`src/rtl/fp_normalize_round_pkg.sv`:
```
// Shared float32 definitions and the sideband types carried alongside
// each vector result through the normalize/round pipeline.
package fp_normalize_round_pkg;

  localparam int NUM_VECTOR_LANES  = 4;
  localparam int FLOAT32_EXP_WIDTH = 8;
  localparam int FLOAT32_SIG_WIDTH = 23;

  localparam logic [31:0] CANONICAL_NAN = 32'h7fffffff;

  typedef struct packed {
    logic                         sign;
    logic [FLOAT32_EXP_WIDTH-1:0] exponent;
    logic [FLOAT32_SIG_WIDTH-1:0] significand;
  } float32_t;

  typedef float32_t [NUM_VECTOR_LANES-1:0] vector_t;

  typedef logic [1:0]                  local_thread_idx_t;
  typedef logic [NUM_VECTOR_LANES-1:0] vector_mask_t;
  typedef logic [1:0]                  subcycle_t;

  typedef struct packed {
    logic [5:0] opcode;
    logic [4:0] dest_reg;
    logic       has_dest;
  } decoded_instruction_t;

endpackage

```
`src/rtl/fp_normalize_round_lzc.sv`:
```
// 32-bit leading-zero counter; an all-zero input reports a count of 32.
module fp_lzc32 (
  input  logic [31:0] value_i,
  output logic [5:0]  count_o,
  output logic        zero_o
);

  // Scan upward so the highest set bit is the last one to set the count.
  always_comb begin
    count_o = 6'd32;
    for (int i = 0; i < 32; i++) begin
      if (value_i[i]) count_o = 6'(31 - i);
    end
  end

  assign zero_o = (value_i == 32'd0);

endmodule

```
`src/rtl/fp_normalize_round.sv`:
```
// Two-stage float32 normalize (stage A) and round-to-nearest-even/pack
// (stage B) across independent vector lanes, with per-thread rollback.
module fp_normalize_round
  import fp_normalize_round_pkg::*;
#(
  parameter int NUM_LANES = NUM_VECTOR_LANES
) (
  input  logic                               clk,
  input  logic                               reset,
  input  logic                               wb_rollback_en,
  input  local_thread_idx_t                  wb_rollback_thread_idx,
  input  logic                               fxn_instruction_valid,
  input  decoded_instruction_t               fxn_instruction,
  input  local_thread_idx_t                  fxn_thread_idx,
  input  vector_mask_t                       fxn_mask_value,
  input  subcycle_t                          fxn_subcycle,
  input  logic [NUM_LANES-1:0]               fxn_sign,
  input  logic [NUM_LANES-1:0][7:0]          fxn_exponent,
  input  logic [NUM_LANES-1:0][31:0]         fxn_significand,
  input  logic [NUM_LANES-1:0]               fxn_result_inf,
  input  logic [NUM_LANES-1:0]               fxn_result_nan,
  output logic                               fr_instruction_valid,
  output decoded_instruction_t               fr_instruction,
  output local_thread_idx_t                  fr_thread_idx,
  output vector_mask_t                       fr_mask_value,
  output subcycle_t                          fr_subcycle,
  output float32_t [NUM_LANES-1:0]           fr_result
);

  logic                 a_valid_q, b_valid_q;
  decoded_instruction_t a_instr_q, b_instr_q;
  local_thread_idx_t    a_thread_q, b_thread_q;
  vector_mask_t         a_mask_q, b_mask_q;
  subcycle_t            a_subcycle_q, b_subcycle_q;
  logic                 kill_in, kill_a;

  assign kill_in = wb_rollback_en && (fxn_thread_idx == wb_rollback_thread_idx);
  assign kill_a  = wb_rollback_en && (a_thread_q == wb_rollback_thread_idx);

  // Valid pipeline: reset flushes both stages; rollback squashes the matching thread.
  always_ff @(posedge clk) begin
    if (reset) begin
      a_valid_q <= 1'b0;
      b_valid_q <= 1'b0;
    end else begin
      a_valid_q <= fxn_instruction_valid && !kill_in;
      b_valid_q <= a_valid_q && !kill_a;
    end
  end

  // Sideband travels with the data; it is meaningless while valid is low.
  always_ff @(posedge clk) begin
    a_instr_q    <= fxn_instruction;
    a_thread_q   <= fxn_thread_idx;
    a_mask_q     <= fxn_mask_value;
    a_subcycle_q <= fxn_subcycle;
    b_instr_q    <= a_instr_q;
    b_thread_q   <= a_thread_q;
    b_mask_q     <= a_mask_q;
    b_subcycle_q <= a_subcycle_q;
  end

  assign fr_instruction_valid = b_valid_q;
  assign fr_instruction       = b_instr_q;
  assign fr_thread_idx        = b_thread_q;
  assign fr_mask_value        = b_mask_q;
  assign fr_subcycle          = b_subcycle_q;

  for (genvar l = 0; l < NUM_LANES; l++) begin : g_lane
    logic [5:0]        lz;
    logic              sig_zero;
    logic [2:0]        rsh;
    logic [26:0]       a_sig_d, a_sig_q;
    logic signed [9:0] a_exp_d, a_exp_q;
    logic              a_zero_d, a_zero_q;
    logic              a_sign_q, a_nan_q, a_inf_q;
    logic              inc;
    logic [24:0]       sum;
    logic signed [9:0] exp_r;
    logic [22:0]       man;
    float32_t          b_res_d, b_res_q;

    fp_lzc32 u_lzc (
      .value_i (fxn_significand[l]),
      .count_o (lz),
      .zero_o  (sig_zero)
    );

    // Stage A: bring the leading one to bit 26; bits pushed off the right fold into sticky.
    always_comb begin
      rsh      = 3'd0;
      a_sig_d  = fxn_significand[l][26:0];
      a_exp_d  = $signed({2'b00, fxn_exponent[l]}) + 10'sd5 - $signed({4'b0000, lz});
      if (lz < 6'd5) begin
        rsh        = 3'(6'd5 - lz);
        a_sig_d    = 27'(fxn_significand[l] >> rsh);
        a_sig_d[0] = a_sig_d[0] | (|(fxn_significand[l] & ((32'd1 << rsh) - 32'd1)));
      end else if (lz > 6'd5) begin
        a_sig_d = 27'(fxn_significand[l] << (lz - 6'd5));
      end
      a_zero_d = sig_zero || (a_exp_d <= 10'sd0);
    end

    // Stage A lane registers (no reset: qualified by a_valid_q).
    always_ff @(posedge clk) begin
      a_sig_q  <= a_sig_d;
      a_exp_q  <= a_exp_d;
      a_zero_q <= a_zero_d;
      a_sign_q <= fxn_sign[l];
      a_nan_q  <= fxn_result_nan[l];
      a_inf_q  <= fxn_result_inf[l];
    end

    // Stage B: round to nearest even on G/R/S at bits 2:0, renormalize on carry, pack.
    always_comb begin
      inc   = a_sig_q[2] & (a_sig_q[1] | a_sig_q[0] | a_sig_q[3]);
      sum   = {1'b0, a_sig_q[26:3]} + {24'd0, inc};
      exp_r = a_exp_q;
      man   = sum[22:0];
      if (sum[24]) begin
        exp_r = a_exp_q + 10'sd1;
        man   = sum[23:1];
      end
      if (a_nan_q)                 b_res_d = CANONICAL_NAN;
      else if (a_inf_q)            b_res_d = {a_sign_q, 8'hff, 23'd0};
      else if (a_zero_q)           b_res_d = {a_sign_q, 31'd0};
      else if (exp_r >= 10'sd255)  b_res_d = {a_sign_q, 8'hff, 23'd0};
      else                         b_res_d = {a_sign_q, exp_r[7:0], man};
    end

    // Stage B lane result register.
    always_ff @(posedge clk) begin
      b_res_q <= b_res_d;
    end

    assign fr_result[l] = b_res_q;
  end

endmodule

```
`config.mk`:
```
export PLATFORM = sky130hd
export DESIGN_NAME = fp_normalize_round
export DESIGN_NICKNAME = d
export VERILOG_FILES = /design/src/rtl/fp_normalize_round_pkg.sv /design/src/rtl/fp_normalize_round_lzc.sv /design/src/rtl/fp_normalize_round.sv
export SDC_FILE = /design/constraint.sdc
export NUM_CORES = 1
export LEC_CHECK = 0
export CORE_MARGIN = 10
export CORE_UTILIZATION = 30
export DETAILED_ROUTE_END_ITERATION = 10
export PLACE_DENSITY_LB_ADDON = 0.3
export SETUP_SLACK_MARGIN = 0.4
export SLEW_MARGIN = 40
export SYNTH_ARGS = -nofsm -noshare
export SYNTH_HDL_FRONTEND = slang
export SYNTH_SLANG_ARGS = --single-unit
```
`constraint.sdc`:
```
create_clock -name clk -period 5.15 [get_ports clk]
set_clock_uncertainty 0.2 [all_clocks]
set_input_delay 1.03 -clock clk [delete_from_list [all_inputs] [get_ports clk]]
set_output_delay 1.03 -clock clk [all_outputs]
set_load 0.02 [all_outputs]
```
======== Yosys cells after proc, flatten, opt, wreduce, memory -nomap -nowiden ========
Cells that the tools add are included.
operators by class
  add/subtract/negate cells ............... 28
  multiply operators ...................... 0
  div/mod/pow operators ................... 0
  $lt $le $gt $ge ......................... 16
  equality and inequality tests ........... 2
  shift-type cells ........................ 12
  mux-type cells .......................... 156
  bitwise gates (word level) .............. 20
  reductions and logical operators ........ 22
operators with widths
  kind                     count
  $mux W6                  128
  $mux W31                 8
  $mux W27                 8
  $mux W23                 8
  $and A32 B32 Y32         4
  $logic_not A32 Y1        4
  $reduce_or A32 Y1        4
  $shl A1 B3 Y32 const A   4
  $shl A32 B6 Y27          4
  $shr A32 B3 Y27          4
  $sub A32 B1 Y32 const B  4
  $add A24 B1 Y25          4
  $add A10 B2 Y10 const B  4
  $ge A10 B9 Y1 const B    4
  $le A10 B1 Y1 const B    4
  $mux W10                 4
  $sub A9 B6 Y10           4
  $add A8 B3 Y9 const B    4
  $gt A6 B3 Y1 const B     4
  $lt A6 B3 Y1 const B     4
  $sub A6 B3 Y6 const B    4
  $or A1 B1 Y1             12
  $sub A3 B3 Y3 const A    4
  $reduce_or A2 Y1         4
  5 further kinds          16
word-level totals
  register bits after elaboration ......... 334
  latch bits .............................. 0
  memory bits (writable) .................. 0
  memory bits (read-only) ................. 0
  bits of input ports ..................... 198
  output and inout bits ................... 149
  logic and storage cells ................. 306
  memories ................................ 0

======== Depth between registers and ports, before layout ========
Gate-level depths: netlist of run 1.
  depth in word-level cells ............... 39
  depth in mapped cells ................... 22
  mapped depth without buffers ............ 20

======== By module ========
A second synthesis of run 1 with hierarchy kept.
second synthesis, totals
  cells, all modules ...................... 3255
  area, all modules ....................... 26605.5 µm²
by module, submodules not included
  module              instances  cells each  area an instance (µm²)  seq. area each (µm²)
  fp_normalize_round  1          2991        25029.0                 6686.4
  fp_lzc32            4          66          394.1                   0.0

======== Least setup slack after synthesis of run 1 ========
No wires, ideal clock.
  kind .................................... in2reg
  from .................................... input port fxn_significand[48] (netlist bit)
  to ...................................... register g_lane[1].a_zero_q
  setup time .............................. 0.106 ns
  arrival ................................. 5.181 ns
  data required time ...................... 4.844 ns
  slack ................................... -0.337 ns
  stages on the path ...................... 19
  buffers on the path ..................... 3
  cell sequence ........................... clkbuf_1 nor4_1 nand4_1 o221ai_1 buf_2 buf_1 inv_1 ha_1 inv_1 ha_1 fa_1 a21oi_1 nor2_1 nor2_1 o21bai_1 a21oi_1 xor2_1 or4_1 o311ai_0
between the ends
  word-level cells in the longest chain between the ends .. 19
  elaborated cells on any way between the ends .. 20
  those cells by class .................... add/sub: 1; order compare: 1; mux: 16; reduce/logical: 2
ends and longest elaborated chain
  element                         RTL line                      source
  start: declaration              fp_normalize_round.sv:19      input logic [NUM_LANES-1:0][31:0] fxn_significand,
  $mux W6 (16 in a row)           fp_normalize_round_lzc.sv:12  if (value_i[i]) count_o = 6'(31 - i);
  $sub A9 B6 Y10                  fp_normalize_round.sv:93      a_exp_d = $signed({2'b00, fxn_exponent[l]}) + 10'sd5 - $signed({4'b0000, lz});
  named net g_lane[1].a_exp_d[7]  fp_normalize_round.sv:74      logic signed [9:0] a_exp_d, a_exp_q;
  $le A10 B1 Y1                   fp_normalize_round.sv:101     a_zero_d = sig_zero || (a_exp_d <= 10'sd0);
  $logic_or A1 B1 Y1              fp_normalize_round.sv:101
  named net g_lane[1].a_zero_d    fp_normalize_round.sv:75      logic a_zero_d, a_zero_q;
  end signal: assignment          fp_normalize_round.sv:108     a_zero_q <= a_zero_d;
  end: declaration                fp_normalize_round.sv:75
The timed path passes the listed nets, and every way through them passes these cells.
A chain may end at the register's enable or synchronous reset.

======== Worst setup path in the final report of run 1 ========
  from .................................... input port fxn_significand[40] (netlist bit)
  to ...................................... register g_lane[1].a_zero_q
between the ends
  word-level cells in the longest chain between the ends .. 27
  elaborated cells on any way between the ends .. 28
  those cells by class .................... add/sub: 1; order compare: 1; mux: 24; reduce/logical: 2
ends and longest elaborated chain
  element                         RTL line
  $mux W6 (24 in a row)           fp_normalize_round_lzc.sv:12
  $sub A9 B6 Y10                  fp_normalize_round.sv:93
  named net g_lane[1].a_exp_d[7]  fp_normalize_round.sv:74
  $le A10 B1 Y1                   fp_normalize_round.sv:101
  $logic_or A1 B1 Y1              fp_normalize_round.sv:101
  named net g_lane[1].a_zero_d    fp_normalize_round.sv:75
The timed path passes the listed nets, and every way through them passes these cells.

==> results.txt, run 1 <==
- TritonCTS built the clock tree.
- Across every metal layer, demand over resource in global routing totals approximately a fifth.
- Hold path depth: 0
- In this run the critical register-to-register path is launched from g_lane[0].a_sig_q[3].
* Buffers & Inverters on Critical Path: 3
- The multi-input combinational cells in the finished layout cover a total of a little over 20,000 um2.
* Number of antenna violations at the first check in global routing: 4
* Number of global-route vias before repair: a little under 30,000
- Largest stage delay, worst path: between 500 and 600 ps
- The sequential cells in the finished layout cover a total of between 6000 and 7000 um2.
- For the pin with the worst max-slew slack, the measured transition is slightly above 900 ps.
- Count of different cell masters after synthesis: 104
* Clk Latency, worst-skew pair: 590 ps
* Hold path endpoint: fr_instruction[5]
- Once placement completed, the tool counted placed cells totaling about 5,200.
- Setup total negative slack: 0 ps
* Power per standard cell area: 261 nW/um2
- Dividing the synthesized area by the synthesized cell count gives 8.26 um2.
* Synthesized netlist cell count: between 3,000 and 4,000
* Area overhead of the layout relative to synthesis: 33.6%
* Post-layout utilization of the core: 40.4%
- Routed wirelength normalized by instance count: around 23 um
* Pin count of the biggest net entering global routing: 45
* R2R depth: 11
- Final Cycle Share: around 90%
- Number of synthesized flops with an enable pin: 0
- The number of clock buffers added by TritonCTS is 42.
- Wire length of the first global-routing pass: approximately 180,000 um
* Arrival time reported for the critical path endpoint: 4930 ps
* Post-layout minimum cycle time: approximately 4700 ps
- Clock-pin slew on the worst setup and hold paths: 60 ps
* Max Buffers Root-to-Sink: 3
* Status: complete, no violations
* Starting utilization of the core area: around 30%
* Critical path fanouts, max: 5
- Sequential elements use around a quarter of the synthesized area.
- Across the VDD grid, the largest voltage drop is approximately 0.00027 V.
- Synthesis-stage register bit count: approximately 330
* Via/cell ratio: 5.64
- Final nets: 4,319
* Antenna Violating Nets Remaining: 0
- X dimension of the die: 327 um
* Critical path required time: around 5400 ps
- Wires add up to about 120,000 um.
- The startpoint identified for the worst hold timing path is a_instr_q[5].
* Critical path launch point type: input pin
- 1st-iter DRT viols: ~3,200
* Setup repair after global routing missed its margin: yes
- Nets in the synthesized netlist: ~3,700
- Fraction of synthesis flops using an asynchronous set or reset pin: 0%
- The count of cells in the finished layout, fillers not included, comes to roughly 5,300.
- The worst setup path is captured at a flop.
- Summed over all cells, the static leakage comes to roughly 0.015 uW.
- The first detailed-routing pass ran for 8 iterations.
- Global routing finished with a remaining overflow of 0.
- The most used flip-flop cell after synthesis is sky130_fd_sc_hd__dfxtp_1.
- Number of port buffers: between 300 and 400
* Remaining routing DRC violations: 0
* Area enclosed by the die boundary: approximately 110,000 um2
- Area of the core: 93,300 um2
- The final count of pins violating max slew came to 0.
- Final-report setup violation count: 0
- Number of top-level pins: 347
* Total power: roughly 9800 uW
- The number of hold-slack violations in the final timing report is 0.
* Worst path top cell family by delay: simple AND/OR/NAND/NOR gates
* Maximum clock frequency: roughly 210 MHz
- Number of maximum-capacitance constraint violations: 0
- For flop-to-flop paths, the worst setup slack is between 900 and 1000 ps.
- Die height: 327 um
- The Yosys step of the flow raised 0 warnings.
* CTS sink count: roughly 330
- # rows: between 100 and 150
- The final route contains 29,900 vias.
* Max_slew headroom: between 30% and 40%
* Cell at the root of the clock tree: sky130_fd_sc_hd__clkbuf_16
- Filler Cell Count: 9,453
- Routability-driven placement finished with a final weighted congestion of approximately 1.
- CTS built an H-tree with a depth of 2.
- The path class of the tightest hold or removal check is reg -> reg.
- The endpoint identified for the worst register-to-register timing path is fr_result[24].
* Crit path cell chain: clkdlybuf4s50_1, buf_4, or4_1, a211oi_1, buf_4, o21bai_1, ha_1, ha_1, a21oi_1, nor2_1, nor2_1, o21bai_1, a21oi_2, xor2_1, or4_1, o311ai_1
* Area of the mapped netlist: 28,200 um2
* Worst setup path category: in -> reg
* Fraction of layout cells with a size suffix above 1: around 20%
- Detailed placer's ending HPWL: 95,100 um
- The largest individual stage delay along the critical path comes from the cell sky130_fd_sc_hd__or4_1.
-- layout make-up --
cell class	count	share of cell area [%]
clock buffer	56	3.11
antenna	1	0.00664
sequential	334	17.7
inverter	127	1.27
tap	1254	4.16
timing repair buffer	832	19.2
multi-input combinational	2679	53.9
clock inverter	20	0.634
-- stage by stage --
stage          setup slack, ps  cell area [um2]  hold slack (ps)
6_report                   491            37700              123
3_3_place_gp              -300            36100              110
4_1_cts                    401            37600              125
2_1_floorplan              143            28600              110
3_5_place_dp              -334            36100              112
5_1_grt                    375            37700              130
-- timing repair --
action	CTS	global route
pin swaps	0	6
gates cloned	0	0
buffers inserted	0	2
hold buffers	0	0
gates resized for setup	1	29
setup endpoints to repair	4	25
-- synth_stat cells (all sizes together), types with 19 or more instances --
cell type  count  area, um2
a221oi        20        175
ha           101       1260
a31o          19        166
o22ai         21        131
inv          124        468
nand4         42        263
and2          28        175
nand3        110        551
a31oi         32        200
or3           24        150
nand2b        20        125
xnor2         94        823
nor2b         37        231
o21a          22        166
o21ai        159        796
mux2          54        612
dfxtp        334       6690
a211oi        53        398
clkbuf       190        713
nor4          55        399
mux2i        290       2900
nor2         237        918
o211ai        46        345
nand2        289       1080
a21o          80        601
a21oi        213       1100
xor2          63        578
or4           23        173
nor3          88        455
o21bai        44        334
and3          57        362
mux4          86       1940
buf           88        479
o31ai         30        244
-- power by group --
| group | total [uW] | internal, uW | switching, uW |
|---|---|---|---|
| Combinational | 3640 | 1660 | 1970 |
| Clock | 3000 | 1770 | 1230 |
| Sequential | 3200 | 2910 | 297 |
| Total | 9840 | 6340 | 3500 |
-- registers in the layout (all words and copies together) (netlist names), 12 cells and up --
name            count
a_instr_q          12
fr_instruction     12
fr_result         128
g_lane.a_exp_q     40
g_lane.a_sig_q    108
-- kinds of logic after synthesis --
kind of cell,synth area share [%]
DFF,23.7
and+or+nand+nor,18.7
xor gates and xnor gates,4.96
buffers and inverters,5.92
adders and majority gates,4.76
muxes,19.3
AOI/OAI and AO/OA,22.7
-- placed cells by master, fill, tap and decap left out, drive strengths merged, types with 55 or more instances in the layout --
| cell | Yosys | final |
|---|---|---|
| buf | 88 | 486 |
| clkdlybuf4s50 | 0 | 341 |
| dfxtp | 334 | 334 |
| mux2i | 290 | 290 |
| nand2 | 289 | 289 |
| nor2 | 237 | 237 |
| a21oi | 213 | 213 |
| o21ai | 159 | 159 |
| inv | 124 | 127 |
| nand3 | 110 | 110 |
| ha | 101 | 101 |
| xnor2 | 94 | 94 |
| nor3 | 88 | 88 |
| mux4 | 86 | 86 |
| a21o | 80 | 80 |
| xor2 | 63 | 63 |
| and3 | 57 | 57 |
| clkbuf | 190 | 56 |
| nor4 | 55 | 55 |
-- routing by layer --
layer  vias up  wire [um]  GRT usage [%]
li1      14000          -              -
met1     14300      53000           28.9
met2      1421      53100           33.7
met3       233      10300           4.54
met4         4       3290           5.76
met5         -         27              0
-- how the worst max path moves through the flow --
| stage | from | end | slack, ps | depth (start not counted) |
|---|---|---|---|---|
| floorplan | fxn_significand[50] | g_lane[1].a_zero_q | 140 | 20 |
| global placement | fxn_significand[33] | g_lane[1].a_zero_q | -300 | 18 |
| detailed placement | fxn_significand[33] | g_lane[1].a_zero_q | -330 | 18 |
| CTS | fxn_significand[33] | g_lane[1].a_zero_q | 400 | 17 |
| global route | fxn_significand[46] | g_lane[1].a_zero_q | 370 | 19 |
| finish | fxn_significand[40] | g_lane[1].a_zero_q | 490 | 16 |
No activity file was read; power rests on OpenSTA's default activity.
==> run 2: changes to the inputs <==
Settings changed: CORE_UTILIZATION 30 to 55.
Clock period 5.15 ns to 5.8 ns, I/O delays scaled along.
==> results.txt, run 2 (same netlist as run 1, synthesis figures left out) <==
* Post-CTS setup buffers: 0 (unchanged)
* Fraction of layout cells with a size suffix above 1: 14.5% (was 20.3%)
- The type of element capturing the critical path was a flop (unchanged).
- The final count of pins violating max slew was 0 (unchanged).
* Area enclosed by the die boundary: 60,800 um2 (was 107,000 um2)
- The number of iterations in the first detailed-routing pass came to 7 (was 8).
* Area of the core: 50,500 um2 (was 93,300 um2)
- The data required time at the worst endpoint came to 6050 ps (was 5420 ps).
- Remaining routing DRC violations: 0 (unchanged)
* Cell at the root of the clock tree: sky130_fd_sc_hd__clkbuf_16 (unchanged)
* Die height: 247 um (was 327 um)
* Setup repair after global routing missed its margin: yes (unchanged)
- # hold bufs at CTS: 0 (unchanged)
- Post-layout minimum cycle time: roughly 5300 ps
* Max reg flops: 128 (unchanged)
- H-tree level count: 2 (unchanged)
- Max Buffers Root-to-Sink: 3 (unchanged)
* Number of global-route vias before repair: 27,800 (was 29,100)
- Via Count: 29,200 (was 29,900)
- Status: complete, no violations (unchanged)
* Final hold violation count: 0 (unchanged)
* Area overhead of the layout relative to synthesis: 23.4% (was 33.6%)
- The HPWL reported at the end of detailed placement is 76,200 um (was 95,100 um).
* Number of port buffers: 346 (unchanged)
- The routed wirelength normalized by instance count was 22.3 um (was 22.6 um).
- The maximum number of pins on one net before global-route repair came to 60 (was 45).
- Final Cycle Share: 91.3%
* Cell leakage power: 0.0141 uW (was 0.0154 uW)
* Max_slew headroom: 46.4% (was 39.0%)
* X dimension of the die: 247 um (was 327 um)
- The commonest non-fill, non-tap cell in the layout is sky130_fd_sc_hd__clkdlybuf4s50_1 (was sky130_fd_sc_hd__buf_4).
- Number of top-level pins: 347 (unchanged)
- Tightest Pin Transition: 783 ps (was 910 ps)
- The count of inserted antenna diode cells is 0 (was 1).
- The startpoint type of the worst setup path is an input pin (unchanged).
- The fill cell total of the finished layout came to 4,195 (was 9,453).
- Total power: 8180 uW (was 9840 uW)
- Remaining Overflow, GRT: 0 (unchanged)
- Number of antenna violations at the first check in global routing: 5 (was 4)
- Maximum clock frequency: about 190 MHz
- Clk Latency, worst-skew pair: 570 ps (was 590 ps)
- Worst setup path category: in -> reg (unchanged)
- The reported max-cap violation count was 0 (unchanged).
* Overall Global Routing Usage: 31.2% (was 21.3%)
- The total power divided by cell area was 235 nW/um2 (was 261 nW/um2).
- # rows: 82 (was 112)
- Maximum vdd drop: 0.000200 V (was 0.000268 V)
- The data arrival time of the critical path is 5540 ps (was 4930 ps).
- Worst hold path type: reg -> reg (unchanged)
- Antenna Violating Nets Remaining: 0 (unchanged)
* Starting utilization of the core area: 55.9% (was 30.2%)
- The total CTS buffers is 37 (was 42).
- The detailed router's first-iteration violation count was 3,702 (was 3,157).
- Total wire length after detailed routing: 99,700 um (was 120,000 um)
- The highest net fanout along the worst path was 19 (was 5).
* Final nets: 4,082 (was 4,319)
* Clock-pin slew on the worst setup and hold paths: 60 ps (about the same)
- Leading cell types in the layout, fill and taps excluded: sky130_fd_sc_hd__clkdlybuf4s50_1, sky130_fd_sc_hd__dfxtp_1, sky130_fd_sc_hd__mux2i_1 (was sky130_fd_sc_hd__buf_4, sky130_fd_sc_hd__clkdlybuf4s50_1, sky130_fd_sc_hd__dfxtp_1).
- The final weighted congestion in routability-driven placement was 1.06 (was 0.980).
- TritonCTS clock tree: built (unchanged)
- The tightest hold margin came to 126 ps (was 123 ps).
- Final-report setup violation count: 0 (unchanged)
- The first-pass GRT wire length came to 154,000 um (was 181,000 um).
* Via/cell ratio: 6.52 (was 5.64)
* CTS sink count: 334 (unchanged)
-- run 2: cell count changes in the layout (fill, tap and decap cells not counted), moves of 4 or more --
cell	delta
sky130_fd_sc_hd__buf_4	-228
sky130_fd_sc_hd__clkbuf_1	-6
sky130_fd_sc_hd__a21oi_1	+5
sky130_fd_sc_hd__clkdlybuf4s50_1	+5
sky130_fd_sc_hd__dlymetal6s2s_1	-5
sky130_fd_sc_hd__a21oi_2	-4
sky130_fd_sc_hd__buf_12	-4
sky130_fd_sc_hd__mux2i_1	+4
-- run 2: metal layers --
metal / track usage, % / vias to the layer above / routed length, um
met1: 38.9 / 13500 / 39000
li1: - / 13500 / -
met5: 0 / - / 57
met2: 50.6 / 1798 / 45400
met3: 6.70 / 350 / 10400
met4: 14.5 / 10 / 4750
-- run 2: path summary, 6_finish.rpt --
path / start / to / slack (ps) / depth (start not counted)
hold reg to reg: a_instr_q[1] / fr_instruction[1] / 130 / 0
setup / recovery: fxn_significand[22] / g_lane[0].a_sig_q[21] / 510 / 16
setup reg to reg: g_lane[2].a_sig_q[3] / fr_result[75] / 1460 / 11
hold / removal: a_instr_q[1] / fr_instruction[1] / 130 / 0
-- run 2: cell type report --
cell class / count / area (um2) / share of cell area, %
multi-input combinational: 2679 / 20100 / 57.7
sequential: 334 / 6690 / 19.2
timing repair buffer: 600 / 5450 / 15.6
clock buffer: 49 / 1100 / 3.17
tap: 672 / 841 / 2.41
inverter: 127 / 479 / 1.37
clock inverter: 19 / 181 / 0.521
-- run 2: through the flow --
stage	area, um2	instances	utilization, %	setup slack (ps)	TNS [ps]
finish	34900	4480	69.0	505	0
global route	34900	4480	69.0	395	0
CTS	34700	4479	68.8	449	0
detailed placement	33400	4411	66.2	-230	-2680
global placement	33400	4411	66.2	-235	-2620
floorplan	28200	3418	-	407	0
-- run 2: critical path, cell delays in order --
cell and delay (ps):
sky130_fd_sc_hd__clkdlybuf4s50_1 680, sky130_fd_sc_hd__nor4_4 440, sky130_fd_sc_hd__o31ai_1 160, sky130_fd_sc_hd__nor4b_2 420
sky130_fd_sc_hd__a22oi_2 180, sky130_fd_sc_hd__ha_1 290, sky130_fd_sc_hd__buf_4 170, sky130_fd_sc_hd__nand2_1 60
sky130_fd_sc_hd__a21oi_1 50, sky130_fd_sc_hd__or3_1 510, sky130_fd_sc_hd__buf_12 210, sky130_fd_sc_hd__mux2i_1 120
sky130_fd_sc_hd__mux2_2 270, sky130_fd_sc_hd__mux2i_1 380, sky130_fd_sc_hd__mux2i_1 140, sky130_fd_sc_hd__a311oi_1 310
-- run 2: where the power goes --
| part | total [uW] | internal [uW] | switching (uW) |
|---|---|---|---|
| registers | 2820 | 2580 | 242 |
| logic | 2930 | 1320 | 1610 |
| clock network | 2430 | 1440 | 984 |
| total | 8180 | 5340 | 2840 |
-- run 2: what timing repair did --
item | in CTS | in global routing
cloned | 0 | 0
endpoints found under the setup margin | 4 | 29
resized for setup | 2 | 15
endpoints found under the hold margin | 0 | 0
